<file path="src/rtl/serial_frame_rx_pkg.sv">
// Shared types and helpers for the serial frame receiver.
package serial_frame_pkg;

    typedef enum logic [1:0] {
        IDLE,
        DATA,
        PARITY
    } rx_state_e;

    // Even parity across up to 32 bits; narrower words are zero-extended by the caller.
    function automatic logic even_par(input logic [31:0] v);
        return ^v;
    endfunction

endpackage

</file>
<file path="src/rtl/serial_frame_rx_if.sv">
// Word-level valid/ready output bus of the receiver.
interface serial_frame_rx_if #(
    parameter int WIDTH = 8
);
    logic [WIDTH-1:0] out_data;
    logic             out_perr;
    logic             out_valid;
    logic             out_ready;

    modport master (
        output out_data,
        output out_perr,
        output out_valid,
        input  out_ready
    );

    modport slave (
        input  out_data,
        input  out_perr,
        input  out_valid,
        output out_ready
    );
endinterface

</file>
<file path="src/rtl/serial_frame_rx_out_reg.sv">
// One-entry valid/ready output register with sticky overrun flag.
module serial_out_reg #(
    parameter int WIDTH = 8
) (
    input  logic             clk,
    input  logic             rst,
    input  logic             load,
    input  logic [WIDTH-1:0] load_data,
    input  logic             load_perr,
    serial_frame_rx_if.master obus,
    output logic             overrun
);

    logic consume;
    assign consume = obus.out_valid & obus.out_ready;

    // Load when empty or draining this cycle; otherwise a completed word is dropped.
    always_ff @(posedge clk) begin
        if (rst) begin
            obus.out_data  <= '0;
            obus.out_perr  <= 1'b0;
            obus.out_valid <= 1'b0;
            overrun        <= 1'b0;
        end else begin
            if (load && (!obus.out_valid || obus.out_ready)) begin
                obus.out_data  <= load_data;
                obus.out_perr  <= load_perr;
                obus.out_valid <= 1'b1;
            end else if (consume) begin
                obus.out_valid <= 1'b0;
            end
            if (load && obus.out_valid && !obus.out_ready)
                overrun <= 1'b1;
        end
    end

endmodule

</file>
<file path="src/rtl/serial_frame_rx.sv">
// Serial frame receiver: start bit, WIDTH data bits LSB first, optional even parity.
module serial_frame_rx
    import serial_frame_pkg::*;
#(
    parameter int WIDTH     = 8,
    parameter bit PARITY_EN = 1
) (
    input  logic clk,
    input  logic rst,
    input  logic en,
    input  logic d,
    serial_frame_rx_if.master obus,
    output logic overrun,
    output logic busy
);

    localparam int CW = (WIDTH > 1) ? $clog2(WIDTH) : 1;
    localparam logic [CW-1:0] LAST = CW'(WIDTH - 1);

    rx_state_e        state, state_n;
    logic [CW-1:0]    cnt, cnt_n;
    logic [WIDTH-1:0] sh, sh_n;
    logic             load, load_perr;

    // State, bit counter and shift register; all hold when en is low.
    always_ff @(posedge clk) begin
        if (rst) begin
            state <= IDLE;
            cnt   <= '0;
            sh    <= '0;
        end else begin
            state <= state_n;
            cnt   <= cnt_n;
            sh    <= sh_n;
        end
    end

    // Next-state, bit capture and word-completion strobe.
    always_comb begin
        state_n   = state;
        cnt_n     = cnt;
        sh_n      = sh;
        load      = 1'b0;
        load_perr = 1'b0;
        if (en) begin
            unique case (state)
                IDLE: begin
                    if (d) begin
                        state_n = DATA;
                        cnt_n   = '0;
                        sh_n    = '0;
                    end
                end
                DATA: begin
                    sh_n[cnt] = d;
                    if (cnt == LAST) begin
                        cnt_n = '0;
                        if (PARITY_EN) begin
                            state_n = PARITY;
                        end else begin
                            state_n = IDLE;
                            load    = 1'b1;
                        end
                    end else begin
                        cnt_n = cnt + 1'b1;
                    end
                end
                PARITY: begin
                    load      = 1'b1;
                    load_perr = even_par(32'(sh)) ^ d;
                    state_n   = IDLE;
                end
                default: state_n = IDLE;
            endcase
        end
    end

    assign busy = (state != IDLE);

    serial_out_reg #(.WIDTH(WIDTH)) u_out (
        .clk       (clk),
        .rst       (rst),
        .load      (load),
        .load_data (sh_n),
        .load_perr (load_perr),
        .obus      (obus),
        .overrun   (overrun)
    );

endmodule

</file>
<file path="src/flat_wrapper.sv">
// flat-port wrapper written by rule: the top's interface ports become plain ports
module serial_frame_rx_flat import serial_frame_pkg::*;
#(
    parameter int WIDTH     = 8,
    parameter bit PARITY_EN = 1
)
  (clk, rst, en, d, overrun, busy, obus_out_data, obus_out_perr, obus_out_valid, obus_out_ready);
  serial_frame_rx_if #(.WIDTH(WIDTH)) obus_i ();
  input  logic clk;
  input  logic rst;
  input  logic en;
  input  logic d;
  output logic overrun;
  output logic busy;
  output wire logic [$bits(obus_i.out_data)-1:0] obus_out_data;
  output wire logic [$bits(obus_i.out_perr)-1:0] obus_out_perr;
  output wire logic [$bits(obus_i.out_valid)-1:0] obus_out_valid;
  input wire logic [$bits(obus_i.out_ready)-1:0] obus_out_ready;
  assign obus_out_data = obus_i.out_data;
  assign obus_out_perr = obus_i.out_perr;
  assign obus_out_valid = obus_i.out_valid;
  assign obus_i.out_ready = obus_out_ready;
  serial_frame_rx #(.WIDTH(WIDTH), .PARITY_EN(PARITY_EN)) u_core (.clk(clk), .rst(rst), .en(en), .d(d), .obus(obus_i), .overrun(overrun), .busy(busy));
endmodule
</file>
<file path="config.mk">
export PLATFORM = sky130hd
export DESIGN_NAME = serial_frame_rx_flat
export DESIGN_NICKNAME = d
export VERILOG_FILES = /design/src/rtl/serial_frame_rx_pkg.sv /design/src/rtl/serial_frame_rx_if.sv /design/src/rtl/serial_frame_rx_out_reg.sv /design/src/rtl/serial_frame_rx.sv /design/src/flat_wrapper.sv
export SDC_FILE = /design/constraint.sdc
export NUM_CORES = 1
export LEC_CHECK = 0
export ABC_AREA = 1
export CAP_MARGIN = 5
export CORE_ASPECT_RATIO = 1.4
export CORE_MARGIN = 3
export CORE_UTILIZATION = 35
export DETAILED_ROUTE_END_ITERATION = 10
export PLACE_DENSITY = 0.58
export SLEW_MARGIN = 20
export SYNTH_ARGS = -nofsm -noshare
export SYNTH_HDL_FRONTEND = slang
export SYNTH_SLANG_ARGS = --single-unit
</file>
<file path="constraint.sdc">
create_clock -name clk -period 1.8 [get_ports clk]
set_clock_uncertainty 0.05 [all_clocks]
set_input_delay 0.36 -clock clk [delete_from_list [all_inputs] [get_ports clk]]
set_output_delay 0.36 -clock clk [all_outputs]
set_load 0.02 [all_outputs]
</file>
* Word level (Yosys, flattened, before mapping)
Cells that the tools add are included.
** Word-level totals
- Bits in registers :: 24
- Input port bits :: 5
- Logic and storage cells :: 49
** Cells by class
- Add/sub/neg operators :: 1
- Magnitude comparators :: 2
- Equality and inequality tests :: 5
- Multiplexer cells :: 18
- Bitwise operators :: 2
- Reduce and logical (&&, ||, !) cells :: 14
** Operator list (number)
- 32-bit XOR reduction :: 1
- 8-bit 2-to-1 mux :: 2
- 8-bit case mux with 2 select lines :: 1
- 8-bit bitwise mux :: 1
- 1-bit 2-to-1 mux :: 7
- 3-bit 2-to-1 mux :: 2
- 3-bit case mux with 2 select lines :: 1
- 3-bit AND reduction :: 2
- 2-bit nonzero test :: 3
- 1-bit logical AND :: 4
- 3-bit by 4-bit less-than comparator with 1-bit output (second input constant) :: 1
- 2-bit 2-to-1 mux :: 2
- 2-bit case mux with 2 select lines :: 1
- 3-bit by 1-bit adder with 3-bit output (second input constant) :: 1
- 1-bit demux with 3-bit select :: 1
- 3-bit == test (second input constant) :: 1
- 3-bit by 1-bit >= comparator with 1-bit output (second input constant) :: 1
- 2-bit by 1-bit == test with 1-bit output (second input constant) :: 1
- 2-bit == test (second input constant) :: 1
- 1-bit logical NOT :: 2
- 2-bit logical NOT :: 1
- 2-bit by 1-bit inequality test with 1-bit output (second input constant) :: 1
- 2-bit inequality test (second input constant) :: 1
- 1-bit AND :: 1
- other kinds (2) :: 2

* Longest topological paths before layout
- Depth in word-level cells :: 7
- Gate-level depth with buffers :: 10
- Mapped depth without buffers :: 10

* Cells and area by module
A second synthesis with hierarchy kept.
** Second synthesis, totals
- Cells, all modules :: 226
- Area total of the unflattened synthesis :: 1445.1 um2
** By module, submodules not included
- serial_frame_rx :: instances 1, cells an instance 159, area each 930.9 um2
- serial_out_reg :: instances 1, cells an instance 67, area each 514.2 um2

* Least setup slack after synthesis
Ideal clock, no wire load.
- Path kind :: reg2reg
- From :: register u_core.u_out.obus.out_valid
- To :: register u_core.u_out.obus.out_data[2]
- Library setup time :: 116 ps
- Data arrival time :: 1123 ps
- Data required time :: 1634 ps
- Slack :: 510 ps
- Cell stages (with the launch flop) :: 7
- Path buffers :: 1
- Clock period less this slack :: 1290 ps
- Path through :: dfxtp_1 > inv_1 > nor2_1 > nor2_4 > buf_6 > o211ai_1 > inv_1
** Between the ends
- Longest elaborated chain between the ends :: 3
** RTL lines
- start: declaration :: line serial_frame_rx_if.sv:13 : output out_valid,
- start signal: assignment :: line serial_frame_rx_out_reg.sv:22 : obus.out_valid <= 1'b0;
- start signal: assignment :: line serial_frame_rx_out_reg.sv:28 : obus.out_valid <= 1'b1;
- start signal: assignment :: line serial_frame_rx_out_reg.sv:30 : obus.out_valid <= 1'b0;
- 1-bit logical NOT :: line serial_frame_rx_out_reg.sv:25 : if (load && (!obus.out_valid || obus.out_ready)) begin
- 1-bit logical OR :: line serial_frame_rx_out_reg.sv:25
- 1-bit logical AND :: line serial_frame_rx_out_reg.sv:25
- end signal: assignment :: line serial_frame_rx_out_reg.sv:26 : obus.out_data <= load_data;
- end: declaration :: line serial_frame_rx_if.sv:11 : output out_data,
No other way between the ends.
A chain may end at the register's enable or synchronous reset.

* Worst setup path in the final report
- From :: register u_core.u_out.obus.out_data[1]
- To :: output obus_out_data[1]
** RTL lines
- end: declaration :: line flat_wrapper.sv:15 : output wire logic [$bits(obus_i.out_data)-1:0] obus_out_data;
No word-level cell between the ends.

==> impl_metrics.py <==
metrics = {
    "run_status": {
        "status": "completed",
    },
    "setup_path": {
        "crit_buf_inv": 1,
        "cp_slowest_cell": "clkdlybuf4s50_1",
        "cp.required_ns": 1.39,
        "cpPeakStageDelay_ns": 0.61,
        "cp_cell_sequence": "clkdlybuf4s50_1",
        "critPathTopFamily": "buffers and inverters",
        "crit_arrival_ns": 1.22,
        "path_max_fanout": 2,
        "crit_path_start_kind": "flip-flop",
        "cp-end-kind": "output pin",
        "path_class": "flip-flop to output pin",
        "rr_startpoint": "u_core.cnt[0]$_SDFFE_PP0P_",
        "crit_start": "u_core.u_out.obus.out_data[1]$_SDFFE_PP0P_",
    },
    "floorplan": {
        "std_cell_rows": 25,
        "core_mm2": 0.00341,
        "fp.dieH_um": 76.9,
        "start_util_pct": 36.9,
        "io_pins": 17,
        "die_w_um": 56.7,
        "die_area_mm2": 0.00436,
    },
    "worst_hold_path": {
        "holdCritStartpoint": "u_core.u_out.overrun$_SDFFE_PP0P_",
        "hold_class": "flip-flop to flip-flop",
    },
    "cts": {
        "hold_buffers": 0,
        "cts.sinks": 24,
        "cts_tree": "yes",
        "clkLatencyLatePin_ns": 0.27,
        "cts_buffers": 3,
        "cts.path.max_buffers": 2,
        "clk_pin_slew_worst_paths_ns": 0.09,
        "htree_num_levels": 1,
        "cts_root_buf": "clkbuf_8",
    },
    "power": {
        "power_mw": 1.02,
        "p_leak_nw": 0.666,
        "power.density_mw_per_mm2": 654,
        "ir_worst_vdd_mv": 0.427,
    },
    "sta": {
        "slew_viol_final": 0,
        "tightest_slew_ns": 0.341,
        "fin_crit_ns": 1.63,
        "fin_setup_tns_ns": 0,
        "clock.fmax_ghz": 0.612,
        "hold_violations": 0,
        "whs_ns": 0.445,
        "finalCritPeriodShare_pct": 90.7,
        "setup_viol": 0,
        "rsz0062_at_grt": "false",
        "max_slew_margin_pct": 77.3,
    },
    "detailed_routing": {
        "drt-total-wl_um": 2800,
        "first_pass_iters": 4,
        "vias": 1206,
        "routed_via_density": 5.03,
        "postRouteAntennaNets": 0,
        "wl_per_cell_um": 11.7,
        "drt-initial-drc-count": 26,
        "drc": 0,
    },
    "yosys": {
        "avgSynthCellArea_um2": 6.95,
        "ys_warn_count": 0,
        "synth_fp_nets": 188,
        "synth-seq-cells": 24,
        "synth_top_area_share_pct": 38.2,
        "synth_area_leaders": "dfxtp_1, nand2_1, nand3_1",
        "seq_area_frac_synth_pct": 38.2,
        "netlist_area_mm2": 0.00126,
        "yosysUniqueCellTypes": 25,
        "syn-instance-count": 181,
        "yosysTopAreaCell": "dfxtp_1",
    },
    "run": {
        "drv_cap": 0,
    },
    "global_routing": {
        "grt_max_degree": 19,
        "grt.total_usage_pct": 14.3,
        "grt_pass1_wl_um": 4980,
        "antenna_found_initial": 0,
        "gr-total-overflow": 0,
        "grt_pass1_vias": 1169,
    },
    "place": {
        "portBuffers": 16,
        "place_congestion": 0.771,
        "place_hpwl_um": 2060,
    },
    "final_layout": {
        "syn_to_final_growth_pct": 23.7,
        "n_antenna_cell": 0,
        "drive_gt1_share_pct": 13.0,
        "nets": 208,
    },
}
[state kept, by name, indices dropped and copies added, names as in the netlist]
name                         flops
u_core.cnt                       3
u_core.sh                        8
u_core.u_out.obus.out_valid      1
u_core.u_out.obus.out_data       8
u_core.u_out.obus.out_perr       1
u_core.u_out.overrun             1
u_core.state                     2
[synth_stat cells]
cell type,count
nor2_1,20
nand4_1,7
clkbuf_1,1
dfxtp_1,24
inv_2,7
xor2_1,1
nor3_2,1
inv_1,22
nand2_1,32
ha_1,2
nor2_4,1
o21ai_0,2
nand2_2,4
buf_1,1
nor3_1,4
nand3_1,20
o211ai_2,1
nor2_2,1
buf_2,3
o211ai_1,7
o21ai_1,3
a22oi_1,1
a21oi_1,12
o221ai_1,1
buf_6,3
[layout by cell type (no fill, tap or decap), types with 3 or more instances in the layout]
cell type	count
a21oi_1	12
buf_12	3
buf_4	4
clkbuf_8	4
clkdlybuf4s50_1	15
dfxtp_1	24
inv_1	22
inv_2	7
nand2_1	32
nand2_2	4
nand3_1	20
nand4_1	7
nor2_1	20
nor3_1	4
o211ai_1	7
o21ai_1	3
[routing by layer]
layer / track usage (%) / routed length (um) / vias up
met5: 0 / 0 / -
met4: 6.18 / 44 / 0
met3: 1.85 / 76 / 5
met2: 25.1 / 1480 / 17
met1: 16.8 / 1200 / 555
li1: - / - / 629
[layout make-up]
type / count / area (um2)
sequential: 24 / 480
inverter: 29 / 109
multi-input combinational: 120 / 612
tap: 40 / 50.0
timing repair buffer: 23 / 249
clock buffer: 4 / 55.1
fill: 366 / 1850
[timing repair]
item	CTS	global route
buffers inserted	0	0
endpoints found under the setup margin	1	0
resized for setup	1	0
[worst register-to-register path, stage by stage (launching register included)]
cell and delay, ns:
dfxtp_1 0.53, ha_1 0.21, ha_1 0.19, o21ai_0 0.10
o221ai_1 0.17, inv_1 0.06
[power breakdown]
part,switching (mW),leakage (nW),internal [mW]
clock,0.179,0.0288,0.196
sequential,0.00883,0.194,0.536
combinational,0.0571,0.443,0.0409
[kinds of logic (layout without fill, tap and decap cells)]
group	after synthesis	in the layout	synth area share, %
AND/OR/NAND/NOR	90	90	32.7
buffers and inverters	37	56	13.1
AO/OA/AOI/OAI	27	27	13.2
flip-flops	24	24	38.2
adder cells (fa/ha/maj)	2	2	1.99
XOR/XNOR	1	1	0.697
[per-stage QoR]
step                      setup slack [ns]  cells  area, um2  utilization [%]
after floorplan                      0.510    181       1260                -
after global placement              0.0315    236       1500             44.0
after detailed placement          -0.00291    236       1500             44.0
after CTS                            0.158    240       1560             45.6
after global routing                 0.100    240       1560             45.6
final                                0.167    240       1560             45.6
[path summary, 6_finish.rpt]
path                                       endpoint  slack, ns  cells after the start
setup / recovery                   obus_out_data[1]       0.17                      1
hold / removal    u_core.u_out.overrun$_SDFFE_PP0P_       0.44                      2
setup reg to reg       u_core.state[0]$_SDFFE_PP0P_       0.39                      5
hold reg to reg   u_core.u_out.overrun$_SDFFE_PP0P_       0.44                      2
Power figures use the tool's default switching activity.
==> RTL edit, RTL diff (config.mk and constraints unchanged) <==
Make the reset (`rst`) asynchronous in 2 clocked blocks.
--- a/src/rtl/serial_frame_rx_out_reg.sv
+++ b/src/rtl/serial_frame_rx_out_reg.sv
@@ -17,3 +17,3 @@
     // Load when empty or draining this cycle; otherwise a completed word is dropped.
-    always_ff @(posedge clk) begin
+    always_ff @(posedge clk or posedge rst) begin
         if (rst) begin
--- a/src/rtl/serial_frame_rx.sv
+++ b/src/rtl/serial_frame_rx.sv
@@ -25,3 +25,3 @@
     // State, bit counter and shift register; all hold when en is low.
-    always_ff @(posedge clk) begin
+    always_ff @(posedge clk or posedge rst) begin
         if (rst) begin
Behaviour: differs if rst is asserted again (counterexample within 4 cycles, from zero or initial values and one cycle with rst high); with rst held inactive, the same outputs for 10 cycles.
==> RTL edit against the original RTL <==
Synthesized cell count decreased by 9.4%. Area after synthesis increased by 6.9%. Fmax decreased by 2.1%. First-iteration DRC count decreased by 3.8%. Register-to-register slack got worse by 170 ps. Wire length decreased by 0.89%. Largest cell class unchanged. Design area increased by 6.8%. Sequential cell count unchanged. Setup slack got worse by 35 ps.
Power is not compared: it rests on default switching activity, and its combinational part moved more than twofold at a synthesized area within 25%.
==> RTL edit: results (changes against the original RTL) <==
stage,metric,value,unit,change
critical_path,Worst path slowest cell,dfrtp_1,,
worst_hold_path,worst min-delay path class,input pin to asynchronous set/reset pin,,
global_routing,Global Route Usage Sum,0.137,,-0.00550
timing,Rel. slew slack,0.782,,+0.00950
cells_and_area,Seq Cell Count,24,,unchanged
logic_synthesis,cells after synthesis,164,,-9.4%
global_routing,vias in the first global route,1193,,+2.1%
critical_path,Top delay family on crit path,flip-flops,,
drt,WL final,2780,µm,-0.89%
drt,drt wl/cell,12.0,µm,+2.5%
cells_and_area,share of cells above drive strength 1,0.168,,+0.0384
global_routing,met1 usage,0.169,,+0.000348
drt,ANT nets after route,0,,unchanged
logic_synthesis,ys flop type,dfrtp_1,,
global_routing,largest net degree at the start of global routing,25,,+6
cells_and_area,Filler Cell Count,362,,-1.1%
placement,DP Wirelength,2160,µm,+5.1%
outcome,status,completed,,
cells_and_area,invs w/o clock,21,,-28%
global_routing,met2 usage,0.238,,-0.0129
cells_and_area,Non-clk bufs,25,,+8.7%
logic_synthesis,Mapped Nets,171,,-9.0%
drt,met2 wire len,1420,µm,-4.2%
logic_synthesis,post-synthesis sequential area ratio,0.447,,+0.0648
drt,Met3 Routed Length,71,µm,-6.6%
logic_synthesis,Mapped Avg Cell Area,8.19,µm²,+18%
placement,dpl cells,228,,-3.4%
logic_synthesis,ys async rst share,1.00,,+1.00
cells_and_area,nets,198,,-4.8%
drt,drt initial violations,25,,-3.8%
logic_synthesis,count of cell types in the netlist,28,,+12%
critical_path,Critical Path Fanout Max,4,,+2
logic_synthesis,Area contributors post-synth,"dfrtp_1, nand2_1, nand3_1, inv_1, o21ai_0",,
cells_and_area,multi-input logic area,609,µm²,-0.41%
placement,Post-DP Area,0.00159,mm²,+6.0%
cells_and_area,sequential cell area share,0.361,,+0.0525
global_routing,first-pass GRT wire length,5000,µm,+0.28%
global_routing,met3 Usage GRT,0.0146,,-0.00388
cells_and_area,ClkCell Share,0.0429,,+0.00752
logic_synthesis,"top cells by count, synth","nand2_1, dfrtp_1, nand3_1",,
logic_synthesis,Yosys warning count,0,,unchanged
critical_path,Critical Path AT,1260,ps,+40 ps
drt,vias per inst,4.91,,-2.2%
placement,Final Wtd Congestion,0.831,,+7.8%
cells_and_area,multi-input gates,116,,-3.3%
RTL edit: changes by cell type in the layout (fill, tap and decap cells not counted), moves of 3 or more:
cell      unedited run  this run
a21oi_1             12         0
nand2_1             32        55
nor2_1              20         5
nand4_1              7         1
o21ai_2              0         3
dfxtp_1             24         0
inv_1               22        16
buf_4                4         8
inv_2                7         3
nand2_2              4         1
dfrtp_1              0        24
nor3_1               4         1
o21ai_0              2         9
o211ai_1             7         2
RTL edit: cell families after synthesis:
| kind of cell | Yosys count | share of synthesized area |
|---|---|---|
| simple gates | 87 | 0.290 |
| buf+inv | 24 | 0.0996 |
| flops | 24 | 0.447 |
| compound gates | 23 | 0.119 |
| xor+xnor | 4 | 0.0261 |
| fa+ha+maj | 2 | 0.0186 |
RTL edit: worst paths after layout:
check	start	to	slack, ps	cells after the start
min in group clk	u_core.u_out.overrun$_DFFE_PP0P_	u_core.u_out.overrun$_DFFE_PP0P_	410	1
max in group asynchronous	rst	u_core.sh[6]$_DFF_PP0_	1090	3
hold reg to reg	u_core.u_out.overrun$_DFFE_PP0P_	u_core.u_out.overrun$_DFFE_PP0P_	410	1
hold / removal	rst	u_core.u_out.obus.out_data[6]$_DFFE_PP0P_	380	3
setup / recovery	u_core.state[1]$_DFFE_PP0P_	busy	130	3
setup reg to reg	u_core.cnt[1]$_DFFE_PP0P_	u_core.state[0]$_DFFE_PP0P_	220	6
RTL edit: what timing repair did:
item	in CTS	in global routing
setup endpoints to repair	1	0
resized for setup	1	0
hold endpoints to repair	0	0
RTL edit: power by group:
| part | total, mW | internal [mW] | switching [mW] |
|---|---|---|---|
| combinational | 1.30 | 0.549 | 0.753 |
| clock | 0.474 | 0.297 | 0.177 |
| sequential | 0.895 | 0.723 | 0.173 |
